[src/rtl/com_pkg.sv]
// Shared types and helpers for the processor-to-interpreter stream serializer.
package com_pkg;

    typedef enum logic [1:0] {
        IDLE  = 2'd0,
        SETUP = 2'd1,
        HOLD  = 2'd2,
        WAIT  = 2'd3
    } ser_state_e;

    function automatic int beats_f(input int data_w, input int out_w);
        return data_w / out_w;
    endfunction

endpackage

[src/rtl/com_fifo.sv]
// Synchronous word FIFO with registered occupancy, full and empty flags.
module com_fifo #(
    parameter int WIDTH = 32,
    parameter int DEPTH = 16,
    localparam int AW = (DEPTH > 1) ? $clog2(DEPTH) : 1,
    localparam int LW = $clog2(DEPTH + 1)
) (
    input  logic             clk,
    input  logic             rst_n,
    input  logic             push,
    input  logic [WIDTH-1:0] push_data,
    input  logic             pop,
    output logic [WIDTH-1:0] pop_data,
    output logic             full,
    output logic             empty,
    output logic [LW-1:0]    level
);

    logic [WIDTH-1:0] mem_r [DEPTH];
    logic [AW-1:0]    wr_ptr_r;
    logic [AW-1:0]    rd_ptr_r;
    logic [LW-1:0]    level_r;
    logic             full_r;
    logic             empty_r;
    logic             pop_s;
    logic             push_s;
    logic [LW-1:0]    level_next_s;

    // Accept a push when full only if a pop frees the slot in the same cycle.
    always_comb begin
        pop_s        = pop && !empty_r;
        push_s       = push && (!full_r || pop_s);
        level_next_s = level_r;
        if (push_s && !pop_s) begin
            level_next_s = level_r + LW'(1);
        end else if (!push_s && pop_s) begin
            level_next_s = level_r - LW'(1);
        end else begin
            level_next_s = level_r;
        end
    end

    // Pointer and occupancy registers.
    always_ff @(posedge clk or negedge rst_n) begin
        if (!rst_n) begin
            wr_ptr_r <= AW'(0);
            rd_ptr_r <= AW'(0);
            level_r  <= LW'(0);
            full_r   <= 1'b0;
            empty_r  <= 1'b1;
        end else begin
            if (push_s) wr_ptr_r <= wr_ptr_r + AW'(1);
            if (pop_s)  rd_ptr_r <= rd_ptr_r + AW'(1);
            level_r <= level_next_s;
            full_r  <= (level_next_s == LW'(DEPTH));
            empty_r <= (level_next_s == LW'(0));
        end
    end

    // Storage array.
    always_ff @(posedge clk) begin
        if (push_s) mem_r[wr_ptr_r] <= push_data;
    end

    assign pop_data = mem_r[rd_ptr_r];
    assign full     = full_r;
    assign empty    = empty_r;
    assign level    = level_r;

endmodule

[src/rtl/com_stream_serializer.sv]
// Captures qualified data-memory read words and streams them to the interpreter
// as strobed OUT_W-bit beats with back-pressure and sticky overflow reporting.
module com_stream_serializer
    import com_pkg::*;
#(
    parameter int DATA_W    = 32,
    parameter int OUT_W     = 8,
    parameter int DEPTH     = 16,
    parameter int CLK_DIV   = 4,
    parameter int MSB_FIRST = 1
) (
    input  logic                       clk,
    input  logic                       reset,
    input  logic                       com,
    input  logic                       mem_to_reg,
    input  logic [DATA_W-1:0]          read_data,
    input  logic                       out_ready,
    input  logic                       clear_ovf,
    output logic                       clk_out,
    output logic [OUT_W-1:0]           data_out,
    output logic                       word_last,
    output logic                       busy,
    output logic                       full,
    output logic                       overflow,
    output logic [$clog2(DEPTH+1)-1:0] level
);

    localparam int BEATS = beats_f(DATA_W, OUT_W);
    localparam int BW    = (BEATS > 1) ? $clog2(BEATS) : 1;
    localparam int DW    = (CLK_DIV > 1) ? $clog2(CLK_DIV) : 1;

    ser_state_e        state_r, state_next_s;
    logic [DW-1:0]     div_cnt_r, div_next_s;
    logic [BW-1:0]     beat_cnt_r, beat_next_s;
    logic [DATA_W-1:0] shift_r, shift_next_s;
    logic              pop_s;
    logic              capture_s;
    logic              div_done_s;
    logic              last_beat_s;
    logic [DATA_W-1:0] fifo_data_s;
    logic              fifo_full_s;
    logic              fifo_empty_s;
    logic              overflow_r;
    logic              clk_out_r;
    logic              word_last_r;
    logic              busy_r;

    function automatic logic [DATA_W-1:0] advance_f(input logic [DATA_W-1:0] w);
        if (MSB_FIRST != 0) begin
            return w << OUT_W;
        end else begin
            return w >> OUT_W;
        end
    endfunction

    assign capture_s   = com && mem_to_reg;
    assign div_done_s  = (div_cnt_r == DW'(CLK_DIV - 1));
    assign last_beat_s = (beat_cnt_r == BW'(BEATS - 1));

    com_fifo #(
        .WIDTH (DATA_W),
        .DEPTH (DEPTH)
    ) u_fifo (
        .clk       (clk),
        .rst_n     (reset),
        .push      (capture_s),
        .push_data (read_data),
        .pop       (pop_s),
        .pop_data  (fifo_data_s),
        .full      (fifo_full_s),
        .empty     (fifo_empty_s),
        .level     (level)
    );

    // Beat sequencing: out_ready is only consulted at beat boundaries.
    always_comb begin
        state_next_s = state_r;
        div_next_s   = div_cnt_r;
        beat_next_s  = beat_cnt_r;
        shift_next_s = shift_r;
        pop_s        = 1'b0;
        case (state_r)
            IDLE: begin
                if (!fifo_empty_s && out_ready) begin
                    pop_s        = 1'b1;
                    shift_next_s = fifo_data_s;
                    beat_next_s  = BW'(0);
                    div_next_s   = DW'(0);
                    state_next_s = SETUP;
                end else begin
                    state_next_s = IDLE;
                end
            end
            SETUP: begin
                if (div_done_s) begin
                    div_next_s   = DW'(0);
                    state_next_s = HOLD;
                end else begin
                    div_next_s = div_cnt_r + DW'(1);
                end
            end
            HOLD: begin
                if (!div_done_s) begin
                    div_next_s = div_cnt_r + DW'(1);
                end else if (!last_beat_s) begin
                    div_next_s = DW'(0);
                    if (out_ready) begin
                        beat_next_s  = beat_cnt_r + BW'(1);
                        shift_next_s = advance_f(shift_r);
                        state_next_s = SETUP;
                    end else begin
                        state_next_s = WAIT;
                    end
                end else if (!fifo_empty_s && out_ready) begin
                    pop_s        = 1'b1;
                    shift_next_s = fifo_data_s;
                    beat_next_s  = BW'(0);
                    div_next_s   = DW'(0);
                    state_next_s = SETUP;
                end else begin
                    div_next_s   = DW'(0);
                    state_next_s = IDLE;
                end
            end
            WAIT: begin
                if (out_ready) begin
                    beat_next_s  = beat_cnt_r + BW'(1);
                    shift_next_s = advance_f(shift_r);
                    div_next_s   = DW'(0);
                    state_next_s = SETUP;
                end else begin
                    state_next_s = WAIT;
                end
            end
            default: begin
                state_next_s = IDLE;
            end
        endcase
    end

    // FSM state, counters, shift register and registered strobe outputs.
    always_ff @(posedge clk or negedge reset) begin
        if (!reset) begin
            state_r     <= IDLE;
            div_cnt_r   <= DW'(0);
            beat_cnt_r  <= BW'(0);
            shift_r     <= DATA_W'(0);
            clk_out_r   <= 1'b0;
            word_last_r <= 1'b0;
            busy_r      <= 1'b0;
        end else begin
            state_r     <= state_next_s;
            div_cnt_r   <= div_next_s;
            beat_cnt_r  <= beat_next_s;
            shift_r     <= shift_next_s;
            clk_out_r   <= (state_next_s == HOLD);
            word_last_r <= ((state_next_s == SETUP) || (state_next_s == HOLD)) &&
                           (beat_next_s == BW'(BEATS - 1));
            busy_r      <= (state_next_s != IDLE);
        end
    end

    // Sticky overflow: a dropped capture outranks a simultaneous clear.
    always_ff @(posedge clk or negedge reset) begin
        if (!reset) begin
            overflow_r <= 1'b0;
        end else if (capture_s && fifo_full_s && !pop_s) begin
            overflow_r <= 1'b1;
        end else if (clear_ovf) begin
            overflow_r <= 1'b0;
        end else begin
            overflow_r <= overflow_r;
        end
    end

    assign data_out  = (MSB_FIRST != 0) ? shift_r[DATA_W-1 -: OUT_W] : shift_r[OUT_W-1:0];
    assign clk_out   = clk_out_r;
    assign word_last = word_last_r;
    assign busy      = busy_r;
    assign full      = fifo_full_s;
    assign overflow  = overflow_r;

endmodule

[config.mk]
export PLATFORM = sky130hd
export DESIGN_NAME = com_stream_serializer
export DESIGN_NICKNAME = d
export VERILOG_FILES = /design/src/rtl/com_pkg.sv /design/src/rtl/com_fifo.sv /design/src/rtl/com_stream_serializer.sv
export SDC_FILE = /design/constraint.sdc
export NUM_CORES = 1
export LEC_CHECK = 0
export ABC_AREA = 0
export BUFFER_PORTS_ARGS = -buffer_cell sky130_fd_sc_hd__buf_4
export CORE_AREA = 2 2 197 219
export DETAILED_ROUTE_END_ITERATION = 12
export DIE_AREA = 0 0 199 221
export PLACE_DENSITY = 0.7
export SLEW_MARGIN = 10
export SYNTH_ARGS = -nofsm -noshare
export SYNTH_HDL_FRONTEND = slang
export SYNTH_SLANG_ARGS = --single-unit
[constraint.sdc]
create_clock -name clk -period 3.1 [get_ports clk]
set_input_delay 0.465 -clock clk [delete_from_list [all_inputs] [get_ports clk]]
set_output_delay 0.465 -clock clk [all_outputs]
set_load 0.02 [all_outputs]
==> metrics.md, run 1 <==
| Metric | Value |
|---|---|
| Buffers added on ports | `55` |
| RR Endpoint | `u_fifo.mem_r[3][16]` |
| Leak pwr | `a little under 9 nW` |
| Grt met3 use | `3.96%` |
| Vias per cell | `6.12` |
| Initial antenna violation count | `0` |
| CTS Buf Count | `56` |
| Final core utilization | `62.5%` |
| Total track usage | `22.2%` |
| Final Slew Violations | `0` |
| Post-synth EDFFs | `512` |
| Syn. warnings | `0` |
| TNS Setup | `0 ns` |
| Total area of sequential cells | `approximately 17000 sq um` |
| Layout Nets | `1261` |
| Minimum clock period | `2.83 ns` |
| Worst setup EP type | `flop` |
| Post-Synth XOR/XNOR Area | `0.418%` |
| RSZ-0062 raised after global routing | `false` |
| Worst R2R Start | `state_r[0]` |
| Final ANT Viol Nets | `0` |
| Buffers inserted by post-CTS timing repair | `0` |
| Clk Latency, worst-skew pair | `between 0.6 and 0.7 ns` |
| DP Wirelength | `between 20 and 30 mm` |
| Vias | `11200` |
| Maximum clock rate | `roughly 0.35 GHz` |
| Synth Area in Adders | `0.825%` |
| IO Count | `56` |
| Syn Nets | `1162` |
| Worst endpoint required time | `3.37 ns` |
| Worst hold slack | `about 0.046 ns` |
| Final setup vio count | `0` |
| Cell Chain, Critical Path | `inv_1, ha_1, a31o_2, nand2_1, a21oi_1, buf_4, nor3b_1, and2_2, buf_4` |
| WL final | `47.0 mm` |
| CTS tree | `done` |
| Routed wire per std cell | `25.8 microns` |
| Ys flop type | `edfxtp_1` |
| Row count | `79` |
| Tcrit/Tclk final | `91.2%` |
| Placed inst area | `between 20000 and 25000 sq um` |
| Pre-CTS WS | `0.339 ns` |
| P&R area growth vs syn | `14.9%` |
| Post-synthesis sequential area ratio | `73.9%` |
| N_diodes | `0` |
| Layout Cells excl Fill | `approximately 1800` |
| Mux cell area share after synthesis | `15.0%` |
| Largest net degree at the start of global routing | `58` |
| DR iter-0 viols | `1069` |
| Worst-path fanout max | `13` |
| Status | `complete, no violations` |
| CP delay by family, top | `simple AND/OR/NAND/NOR gates` |
| Setup Skew | `0.0285 ns` |
| Vias in the first global route | `around 11000` |
| GR peak layer | `met2` |
| CORE AREA | `41800 sq um` |
| Slowest CP cell | `dfrtp_1` |
| Share of cells above drive strength 1 | `28.4%` |
| Slew margin rel. | `26.5%` |
| Hold path start | `clear_ovf` |
| Kind of critical path | `flop to flop` |
| Setup crit start kind | `flop` |
| Die area | `about 44000 sq um` |
| Most used cell, CP | `buf_4` |
| Synth unique cells | `60` |
| Synth Area in Compound Gates | `5.64%` |
| Die H | `221 microns` |
| Commonest cells after routing, fill and taps aside | `edfxtp_1 (512), mux4_2 (127), buf_4 (83)` |
| Crit path buffers/inverters | `3` |
| Reg clk slew, reported paths | `roughly 0.070 ns` |
| Crit-path max cell delay | `0.41 ns` |
| Root buffer cell | `clkbuf_16` |
| Initial DRT Pass Iterations | `6` |
| Actual slew at the worst max-slew pin | `approximately 1.1 ns` |
| Total grt overflow | `0` |
| Crit path arrival time | `3.10 ns` |
| Initial Util | `54.4%` |
| Commonest non-fill, non-tap cell in the layout | `edfxtp_1` |
| Hold Path Depth | `2` |
| Synth Instances | `1109` |
| Reg2Reg Setup Slack | `approximately 0.27 ns` |
| Mapped Avg Cell Area | `20.5 sq um` |
| Final Wtd Congestion | `roughly 0.84` |
| Design area | `26100 sq um` |
| Synth Register Bits | `about 570` |
| Clock buffer depth | `3` |
| Hold Crit Endpoint | `overflow` |
| HP Class | `primary input to flop` |
| Main combinational cell family by area after synthesis | `multiplexers` |
| Final hold viol count | `0` |
| Max-cap violations | `0` |
| Fillers | `2882` |
| Async set or reset register ratio after synthesis | `10.0%` |
| Met2 Use GR | `35.8%` |
| First-pass GRT wire length | `71.5 mm` |
| Critical Path Source | `state_r[0]` |
| Simple logic cell fraction of the synthesized area | `around 2.2%` |
| Die extent in x | `199 microns` |
| Pwr Total | `approximately 23 mW` |
| GRT met1 Usage | `between 30 and 40%` |
| Multi-input combinational cell area | `approximately 5500 sq um` |
| Pwr/cell area | `899 nW/um^2` |
| DRC errors left | `0` |
| CTS sink cnt | `569` |
| Worst setup margin | `0.272 ns` |
| H-tree depth | `2` |
| Maximum VDD drop | `0.490 mV` |
| Cells after DPL | `between 1500 and 2000` |
| Synthesized cell area | `22700 sq um` |
| Reg2reg path depth | `9` |
==> how the worst max path moves through the flow <==
stage	to	slack, ns	depth (start not counted)
2_1_floorplan	u_fifo.mem_r[4][0]	0.25	8
3_3_place_gp	u_fifo.mem_r[2][25]	0.45	9
3_5_place_dp	u_fifo.mem_r[3][24]	0.34	9
4_1_cts	u_fifo.mem_r[3][19]	0.32	9
5_1_grt	u_fifo.mem_r[3][19]	0.09	9
6_report	u_fifo.mem_r[3][16]	0.27	9
==> flip-flops by register name (all words and copies together) (netlist names) <==
signal	cells
u_fifo.level	5
u_fifo.wr_ptr_r	4
state_r	2
u_fifo.rd_ptr_r	4
beat_cnt_r	2
overflow	1
shift_r	32
clk_out	1
word_last	1
u_fifo.mem_r	512
div_cnt_r	2
busy	1
u_fifo.empty	1
u_fifo.full	1
==> cells by family after synthesis <==
kind of cell               Yosys count
xor gates and xnor gates            10
DFF                                569
buffers and inverters               82
and+or+nand+nor                     87
AOI/OAI and AO/OA                  163
muxes                              183
adders and majority gates           15
==> routing by layer <==
layer	wire length, microns	part of all wire [%]
met1	20100	43
met2	23500	50
met3	2700	5.8
met4	657	1.4
met5	0	0
==> cells in the mapped netlist (12+ instances only) <==
library cell	n	area, sq um
a21bo_1	22	220
o22ai_1	25	156
ha_1	15	188
mux2i_1	55	551
o22a_1	22	193
a222oi_1	22	220
clkbuf_1	26	97.6
buf_6	13	146
and2_1	23	144
mux4_2	127	2860
buf_2	15	75.1
a31oi_1	12	75.1
nor2_1	12	45.0
inv_1	14	52.6
edfxtp_1	512	15400
dfrtp_1	56	1400
nand2_1	21	78.8
==> worst reg2reg max path: stages, from the launching register on <==
cell and delay (ns):
dfrtp_1 0.41, inv_1 0.11, ha_1 0.29, a31o_2 0.24, nand2_1 0.17, a21oi_1 0.21, buf_4 0.23, nor3b_1 0.32
and2_2 0.24, buf_4 0.27
==> where the power goes <==
group / internal, mW / switching [mW] / leakage [nW]
Clock: 4.18 / 2.84 / 0.940
Combinational: 3.29 / 3.45 / 2.56
Sequential: 9.08 / 0.661 / 5.30
==> repair_timing <==
item                                    CTS  global route
endpoints found under the setup margin    0             0
hold buffers                              1             0
hold endpoints to repair                 56             0
resized for setup                         0             0
==> final cells by class <==
cell class                      count  area share, %
Clock buffer                       64           5.64
Multi-Input combinational cell    458           21.1
Tap cell                          567           2.71
Sequential cell                   569           64.3
Timing Repair Buffer              108           4.26
Clock inverter                     42           1.79
Inverter                           15          0.215
Note: power is estimated with default switching activity, not from simulation.
==> run 2: changes to the inputs <==
Settings changed: CTS_BUF_LIST set to sky130_fd_sc_hd__clkbuf_8 sky130_fd_sc_hd__clkbuf_16.
==> metrics.md, run 2 (synthesis results as in run 1) <==
| Metric | Value |
|---|---|
| Status | `complete, no violations` |
| CTS sink cnt | `569 (unchanged)` |
| RR Endpoint | `u_fifo.mem_r[3][16]` |
| Layout Nets | `1261 (unchanged)` |
| Setup crit start kind | `flop` |
| Final Slew Violations | `0 (unchanged)` |
| Tcrit/Tclk final | `91.3% (about the same)` |
| First-pass GRT wire length | `71.5 mm (about the same)` |
| Critical Path Source | `state_r[0]` |
| IO Count | `56 (unchanged)` |
| TNS Setup | `0 ns (unchanged)` |
| RSZ-0062 raised after global routing | `false` |
| Commonest non-fill, non-tap cell in the layout | `edfxtp_1` |
| Slew margin rel. | `26.3% (-0.24 points)` |
| Clk Latency, worst-skew pair | `0.61 ns (about the same)` |
| Fillers | `2882 (unchanged)` |
| Vias in the first global route | `11400 (+0.026%)` |
| CORE AREA | `41800 sq um (unchanged)` |
| DR iter-0 viols | `1073 (+0.37%)` |
| Buffers inserted by post-CTS timing repair | `0 (unchanged)` |
| Leak pwr | `8.83 nW (+0.28%)` |
| Crit path arrival time | `3.10 ns (about the same)` |
| DP Wirelength | `28.7 mm (unchanged)` |
| Initial Util | `54.4% (unchanged)` |
| Actual slew at the worst max-slew pin | `1.10 ns (+0.00356 ns)` |
| Kind of critical path | `flop to flop` |
| Reg2reg path depth | `9 (unchanged)` |
| CTS Buf Count | `56 (unchanged)` |
| H-tree depth | `2 (unchanged)` |
| Hold Path Depth | `2 (unchanged)` |
| P&R area growth vs syn | `14.9% (unchanged)` |
| Pwr/cell area | `898 nW/um^2 (about the same)` |
| Max-cap violations | `0 (unchanged)` |
| Vias per cell | `6.10 (-0.31%)` |
| Sw frac | `29.6% (about the same)` |
| Total track usage | `22.2% (about the same)` |
| Sw power | `6.94 mW (about the same)` |
| HP Class | `primary input to flop` |
| Share of cells above drive strength 1 | `28.4% (unchanged)` |
| DRC errors left | `0 (unchanged)` |
| Buffers added on ports | `55 (unchanged)` |
| Max reg flops | `512 (unchanged)` |
| Final ANT Viol Nets | `0 (unchanged)` |
| Routed wire per std cell | `25.8 microns (about the same)` |
| Hold Crit Endpoint | `overflow` |
| Reg clk slew, reported paths | `0.07 ns (about the same)` |
| Flop pwr share | `41.5% (about the same)` |
| Largest net degree at the start of global routing | `58 (unchanged)` |
| N_diodes | `0 (unchanged)` |
| Total grt overflow | `0 (unchanged)` |
| Die area | `44000 sq um (unchanged)` |
| Worst-path fanout max | `13 (unchanged)` |
| Final hold viol count | `0 (unchanged)` |
| Initial antenna violation count | `0 (unchanged)` |
| Reg2Reg Setup Slack | `0.27 ns (about the same)` |
| Die extent in x | `199 microns (unchanged)` |
| Final Wtd Congestion | `0.836 (unchanged)` |
| WL final | `47.0 mm (about the same)` |
| Root buffer cell | `clkbuf_16` |
| Maximum VDD drop | `0.490 mV (-0.15%)` |
| Worst setup EP type | `flop` |
| Vias | `11100 (-0.31%)` |
| Power Internal | `16.5 mW (-0.12%)` |
| Setup Skew | `0.0266 ns (-0.00184 ns)` |
| Final core utilization | `62.5% (unchanged)` |
| Clock buffer depth | `3 (unchanged)` |
| Minimum clock period | `2.83 ns (+0.00168 ns)` |
| CTS tree | `done` |
| Hold path start | `clear_ovf` |
| Row count | `79 (unchanged)` |
| Clock Power Share | `29.8% (about the same)` |
| Register bank with the most flops | `u_fifo.mem_r` |
| Die H | `221 microns (unchanged)` |
| Final setup vio count | `0 (unchanged)` |
| Gate power share | `28.7% (about the same)` |
| Worst endpoint required time | `3.37 ns (about the same)` |
| Commonest cells after routing, fill and taps aside | `edfxtp_1 (512), mux4_2 (127), buf_4 (83)` |
| Worst R2R Start | `state_r[0]` |
| Initial DRT Pass Iterations | `5 (-1)` |
| Maximum clock rate | `0.353 GHz (about the same)` |
## run 2: cell types whose count changed in the layout (fill, tap and decap cells not counted)
cell and change:
clkbuf_1 -6, inv_1 +6
## run 2: worst max-delay path by stage
stage	slack [ns]	cells past startpoint	endpoint
2_1_floorplan	0.25	8	u_fifo.mem_r[4][0]
3_3_place_gp	0.45	9	u_fifo.mem_r[2][25]
3_5_place_dp	0.34	9	u_fifo.mem_r[3][24]
4_1_cts	0.32	9	u_fifo.mem_r[3][19]
5_1_grt	0.09	9	u_fifo.mem_r[3][19]
6_report	0.27	9	u_fifo.mem_r[3][16]
## run 2: stage by stage
step / std cells / setup slack, ns / total power, mW / hold slack, ns / instance area, sq um
after detailed placement: 1716 / 0.339 / 16.7 / 0.497 / 24200
after floorplan: 1109 / 0.255 / 14.7 / 0.169 / 22700
after CTS: 1823 / 0.315 / 23.7 / 0.0161 / 26100
after global routing: 1823 / 0.0893 / 24.5 / 0.0403 / 26100
final: 1823 / 0.271 / 23.5 / 0.0465 / 26100
after global placement: 1716 / 0.453 / 16.6 / 0.468 / 24200
## run 2: repair_timing
| action | CTS | global route |
|---|---|---|
| resized for setup | 0 | 0 |
| hold buffers | 1 | 0 |
| hold endpoints to repair | 56 | 0 |
## run 2: power groups by stage
| stage | registers [mW] | clock network [mW] | logic (mW) |
|---|---|---|---|
| global placement | 9.85 | 0 | 6.71 |
| global route | 9.81 | 7.44 | 7.27 |
| floorplan | 9.56 | 0 | 5.13 |
| finish | 9.74 | 6.99 | 6.74 |
| CTS | 9.73 | 7.12 | 6.84 |
| detailed placement | 9.88 | 0 | 6.81 |
## run 2: area by class of cell
cell class	instances	area (sq um)	share of cell area (%)
sequential	569	16800	64.3
tap	567	709	2.71
timing repair buffer	108	1110	4.26
inverter	15	56.3	0.215
clock buffer	58	1450	5.55
multi-input combinational	458	5500	21.1
clock inverter	48	490	1.88
## run 2: worst max-delay path, stage by stage (launching register included)
cell	delay, ns
dfrtp_1	0.41
inv_1	0.11
ha_1	0.29
a31o_2	0.24
nand2_1	0.17
a21oi_1	0.21
buf_4	0.23
nor3b_1	0.31
and2_2	0.24
buf_4	0.27
## run 2: metal layers
metal / global-route usage, % / vias up / share of wire, %
li1: - / 4841 / -
met5: 0 / - / 0
met4: 4.60 / 0 / 1.4
met3: 3.96 / 45 / 5.7
met2: 35.8 / 340 / 50
met1: 32.2 / 5902 / 43
